<file path="config.mk">
export PLATFORM = sky130hd
export DESIGN_NAME = data_rx
export DESIGN_NICKNAME = d
export VERILOG_FILES = /design/src/rtl/uart_pkg.sv /design/src/rtl/data_rx_timeout.sv /design/src/rtl/data_rx.sv
export SDC_FILE = /design/constraint.sdc
export NUM_CORES = 1
export LEC_CHECK = 0
export BUFFER_PORTS_ARGS = -buffer_cell sky130_fd_sc_hd__buf_2
export CAP_MARGIN = 30
export CORE_ASPECT_RATIO = 1.2
export CORE_MARGIN = 2
export CORE_UTILIZATION = 25
export CTS_CLUSTER_SIZE = 20
export DETAILED_ROUTE_END_ITERATION = 10
export PLACE_DENSITY_LB_ADDON = 0.12
export SYNTH_ARGS = -nofsm -noshare
export SYNTH_HDL_FRONTEND = slang
export SYNTH_SLANG_ARGS = --single-unit
</file>
<file path="constraint.sdc">
create_clock -name clk -period 1.3 [get_ports clk]
set_input_delay 0.26 -clock clk [delete_from_list [all_inputs] [get_ports clk]]
set_output_delay 0.26 -clock clk [all_outputs]
set_load 0.05 [all_outputs]
</file>
<file path="src/rtl/uart_pkg.sv">
// Shared UART link definitions: key encoding offset, byte type and
// receive FSM state type used by both ends of the keypad link.
package uart_pkg;

    localparam int KEY_OFFSET = 3;

    typedef logic [7:0] byte_t;

    typedef enum logic [1:0] {
        IDLE   = 2'd0,
        POP    = 2'd1,
        SETTLE = 2'd2
    } rx_state_t;

endpackage

</file>
<file path="src/rtl/data_rx_timeout.sv">
// Idle counter with sticky stale flag; cleared by each received byte.
// Only instantiated when DATA_RX_TIMEOUT_EN is defined.
module data_rx_timeout #(
    parameter int unsigned TIMEOUT_CYCLES = 100_000_000
) (
    input  logic clk,
    input  logic rst_n,
    input  logic i_clr,
    output logic o_stale
);

    localparam int unsigned W = $clog2(TIMEOUT_CYCLES + 1);
    localparam logic [W-1:0] LAST = W'(TIMEOUT_CYCLES - 1);

    logic [W-1:0] r_cnt;
    logic         r_stale;

    // i_clr leads the rx_valid pulse by one cycle so both clear on that edge
    always_ff @(posedge clk or negedge rst_n) begin
        if (!rst_n) begin
            r_cnt   <= '0;
            r_stale <= 1'b0;
        end else if (i_clr) begin
            r_cnt   <= '0;
            r_stale <= 1'b0;
        end else if (r_cnt == LAST) begin
            r_stale <= 1'b1;
        end else begin
            r_cnt <= r_cnt + 1'b1;
        end
    end

    assign o_stale = r_stale;

endmodule

</file>
<file path="src/rtl/data_rx.sv">
// Receive side of the keypad link: pops the UART rx FIFO, removes the
// key offset and presents hex nibbles. Optional stale flag: DATA_RX_TIMEOUT_EN.
module data_rx
    import uart_pkg::*;
#(
    parameter int          KEY_OFFSET     = uart_pkg::KEY_OFFSET,
    parameter int          CNT_W          = 8,
    parameter int unsigned TIMEOUT_CYCLES = 100_000_000
) (
    input  logic             clk,
    input  logic             rst_n,
    input  logic             rx_empty,
    input  logic [7:0]       r_data,
    output logic             rd_uart,
    output logic [3:0]       hex1_data,
    output logic [3:0]       hex0_data,
    output logic             rx_valid,
    output logic [CNT_W-1:0] byte_cnt,
    output logic             stale
);

    rx_state_t        r_state;
    byte_t            r_dec;
    logic [3:0]       r_hex1;
    logic [3:0]       r_hex0;
    logic             r_valid;
    logic [CNT_W-1:0] r_cnt;

    byte_t w_dec;
    logic  w_pop;

    assign w_dec = r_data - byte_t'(KEY_OFFSET);
    assign w_pop = (r_state == POP);

    always_ff @(posedge clk or negedge rst_n) begin
        if (!rst_n) begin
            r_state <= IDLE;
            r_dec   <= '0;
        end else begin
            unique case (r_state)
                IDLE: begin
                    if (!rx_empty) begin
                        r_dec   <= w_dec;
                        r_state <= POP;
                    end
                end
                POP:     r_state <= SETTLE;
                // dead cycle lets the FIFO flag and head data catch up
                SETTLE:  r_state <= IDLE;
                default: r_state <= IDLE;
            endcase
        end
    end

    always_ff @(posedge clk or negedge rst_n) begin
        if (!rst_n) begin
            r_hex1  <= '0;
            r_hex0  <= '0;
            r_valid <= 1'b0;
            r_cnt   <= '0;
        end else begin
            r_valid <= w_pop;
            if (w_pop) begin
                r_hex1 <= r_dec[7:4];
                r_hex0 <= r_dec[3:0];
                r_cnt  <= r_cnt + 1'b1;
            end
        end
    end

    assign rd_uart   = w_pop;
    assign hex1_data = r_hex1;
    assign hex0_data = r_hex0;
    assign rx_valid  = r_valid;
    assign byte_cnt  = r_cnt;

`ifdef DATA_RX_TIMEOUT_EN
    data_rx_timeout #(
        .TIMEOUT_CYCLES(TIMEOUT_CYCLES)
    ) u_timeout (
        .clk    (clk),
        .rst_n  (rst_n),
        .i_clr  (w_pop),
        .o_stale(stale)
    );
`else
    assign stale = 1'b0;
`endif

endmodule
</file>
==> impl_metrics.py <==
metrics = {
    "outcome": {
        "status": "finished, violations left",
        "violations": "negative setup slack",
    },
    "clocking": {
        "htree_levels": 1,
        "cts.path.max_buffers": 2,
        "cts-root-buf": "clkbuf_8",
        "cts_tree": "yes",
        "cts_made_buffers": 3,
        "cts.sinks": 27,
        "clkTransAtPathRegs_ps": 90,
        "clock_latency_ps": 270,
    },
    "timing": {
        "min_period_over_period_pct": 102,
        "hold_viol_final": 0,
        "setup_violations": 2,
        "setup_slack_ps": -23.0,
        "drv_slew": 0,
        "period_needed_ps": 1320,
        "max_freq_mhz": 756,
        "finClkSkew_ps": 1.25,
        "grt_setup_unrepaired": "true",
    },
    "global_routing": {
        "grt_remaining_overflow": 0,
        "grt_pass1_wl_um": 4280,
        "antenna_found_initial": 0,
        "grt_max_degree": 16,
        "grt_pass1_vias": 914,
        "grt_use_total_pct": 10.9,
    },
    "detailed_routing": {
        "drtIter0Drc": 41,
        "drc": 0,
        "firstDrtPassIters": 4,
        "totalWireLength_um": 2440,
        "routedWlPerCell_um": 11.2,
        "vias_per_cell": 4.20,
        "vias": 915,
        "antenna_left": 0,
    },
    "setup_path": {
        "cp.required_ps": 1040,
        "path_class": "register to primary output",
        "startpoint_type": "register",
        "worstPathMaxFanout": 4,
        "critPathCaptureType": "primary output",
        "critical_path_arrival_ps": 1060,
    },
    "logic_synthesis": {
        "syn_nets": 127,
        "synthDistinctLibCells": 26,
        "synth-seq-cells": 27,
        "synthCells": 114,
        "syn_area_sq_um": 1140,
        "synth_area_per_cell_sq_um": 9.98,
        "yosysWarnings": 0,
        "yosysSeqAreaShare_pct": 59.4,
    },
    "power": {
        "power.total_mw": 3.13,
        "vdd_ir_drop_max_uv": 462,
        "leakagePower_nw": 0.830,
        "p_per_area_nw_per_um2": 1960,
    },
    "floorplanning": {
        "coreArea_sq_um": 4330,
        "die_h_um": 77.9,
        "start_util_pct": 26.3,
        "ios": 30,
        "dieArea_sq_um": 5110,
        "die_w_um": 65.6,
        "num_rows": 26,
    },
    "placement": {
        "place_congestion": 0.740,
        "io_buffers": 28,
        "dp.final_hpwl_um": 1910,
        "dp_cells": 211,
    },
    "finish": {
        "fin_nets": 176,
        "fillers": 454,
        "area_delta_synth_final_pct": 40.2,
        "antennaDiodeCount": 0,
        "drive_above_1_share_pct": 38.9,
        "instances_no_fill": 218,
    },
    "run": {
        "drv_cap": 0,
    },
    "hold_path": {
        "min_path_type": "input pin to register",
    },
}
## synthesized netlist by cell type
cell | n | area share [%]
nand2_1 | 38 | 13
a21oi_1 | 1 | 0.44
or3_1 | 1 | 0.55
xnor2_1 | 6 | 4.6
dfrtp_1 | 27 | 59
o21ai_0 | 4 | 1.8
o31ai_1 | 1 | 0.66
or4_1 | 1 | 0.66
a211o_1 | 1 | 0.77
buf_4 | 1 | 0.66
o211ai_1 | 1 | 0.66
nor2_1 | 2 | 0.66
a31oi_1 | 1 | 0.55
nand3_1 | 3 | 1.3
xor2_1 | 4 | 3.1
ha_1 | 2 | 2.2
conb_1 | 1 | 0.33
nand4_1 | 4 | 2.2
a2111oi_0 | 1 | 0.77
nor3_1 | 2 | 0.88
nor4_1 | 1 | 0.55
and3_1 | 1 | 0.55
clkbuf_1 | 4 | 1.3
or4_4 | 1 | 0.99
inv_1 | 4 | 1.3
nand2b_1 | 1 | 0.55
## where the power goes
part / switching (mW) / total [mW] / internal (mW)
Combinational: 0.981 / 1.37 / 0.385
Sequential: 0.186 / 1.29 / 1.10
Clock: 0.254 / 0.474 / 0.220
Total: 1.42 / 3.13 / 1.71
## sequential cells by signal (all words and copies together) (netlist names)
register,cells
rx_valid,1
hex0_data,4
r_dec,8
r_state,2
byte_cnt,8
hex1_data,4
## stage by stage
stage | TNS, ps | hold WS [ps] | util [%] | setup slack [ps] | cell area, sq um
2_1_floorplan | -63.8 | -35.6 | - | -63.8 | 1160
3_3_place_gp | -496 | 182 | 34.3 | -217 | 1480
3_5_place_dp | -481 | 181 | 34.3 | -235 | 1480
4_1_cts | -45.6 | 247 | 36.4 | -31.4 | 1580
5_1_grt | -165 | 269 | 36.8 | -76.7 | 1590
6_report | -45.8 | 249 | 36.8 | -23.0 | 1590
## cells in the final DEF, fill, tap and decap left out, types with 3 or more instances in the layout
cell type,synthesis,routed
nand2_1,38,38
buf_2,0,27
dfrtp_1,27,23
buf_4,1,18
xnor2_1,6,6
o21ai_0,4,4
xor2_1,4,4
nand4_1,4,4
dfrtp_2,0,4
clkbuf_8,0,3
## cell type report
| cell class | count | area [sq um] | share of cell area (%) |
|---|---|---|---|
| Timing Repair Buffer | 49 | 318 | 19.9 |
| Tap cell | 56 | 70.1 | 4.40 |
| Sequential cell | 27 | 681 | 42.7 |
| Multi-Input combinational cell | 78 | 458 | 28.7 |
| Inverter | 4 | 22.5 | 1.41 |
| Clock buffer | 4 | 45.0 | 2.83 |
## critical path, stage by stage, from the launching register on
cell      delay [ps]
dfrtp_1          390
buf_6            120
nand2b_4          90
inv_4             50
buf_8            140
## cells by family after synthesis
group	share of synthesized area, %
flip-flops	59.4
buffers and inverters	3.30
AND/OR/NAND/NOR	21.5
AO/OA/AOI/OAI	5.61
other	0.330
adder cells (fa/ha/maj)	2.20
XOR/XNOR	7.70
## worst paths after layout
check | start | end | slack [ps] | cells after the start
setup reg to reg | r_state[1] | r_dec[6] | -20 | 3
setup / recovery | r_state[0] | rd_uart | -20 | 4
hold reg to reg | byte_cnt[7] | byte_cnt[7] | 460 | 1
max in group asynchronous | rst_n | r_dec[2] | 470 | 3
min in group asynchronous | rst_n | byte_cnt[5] | 400 | 2
hold / removal | r_data[0] | r_dec[0] | 250 | 2
## timing repair
item                                    in CTS  in global routing
endpoints found under the setup margin       4                  4
endpoints found under the hold margin       13                  0
buffers inserted                             2                  0
resized for setup                            9                  5
pin swaps                                    3                  1
hold buffers                                 1                  0
## metal layers
metal	GRT usage (%)	part of all wire [%]
met5	0	0
met4	6.25	2.6
met3	1.74	4.2
met2	18.0	48
met1	13.3	45
No activity file was read; power rests on OpenSTA's default activity.
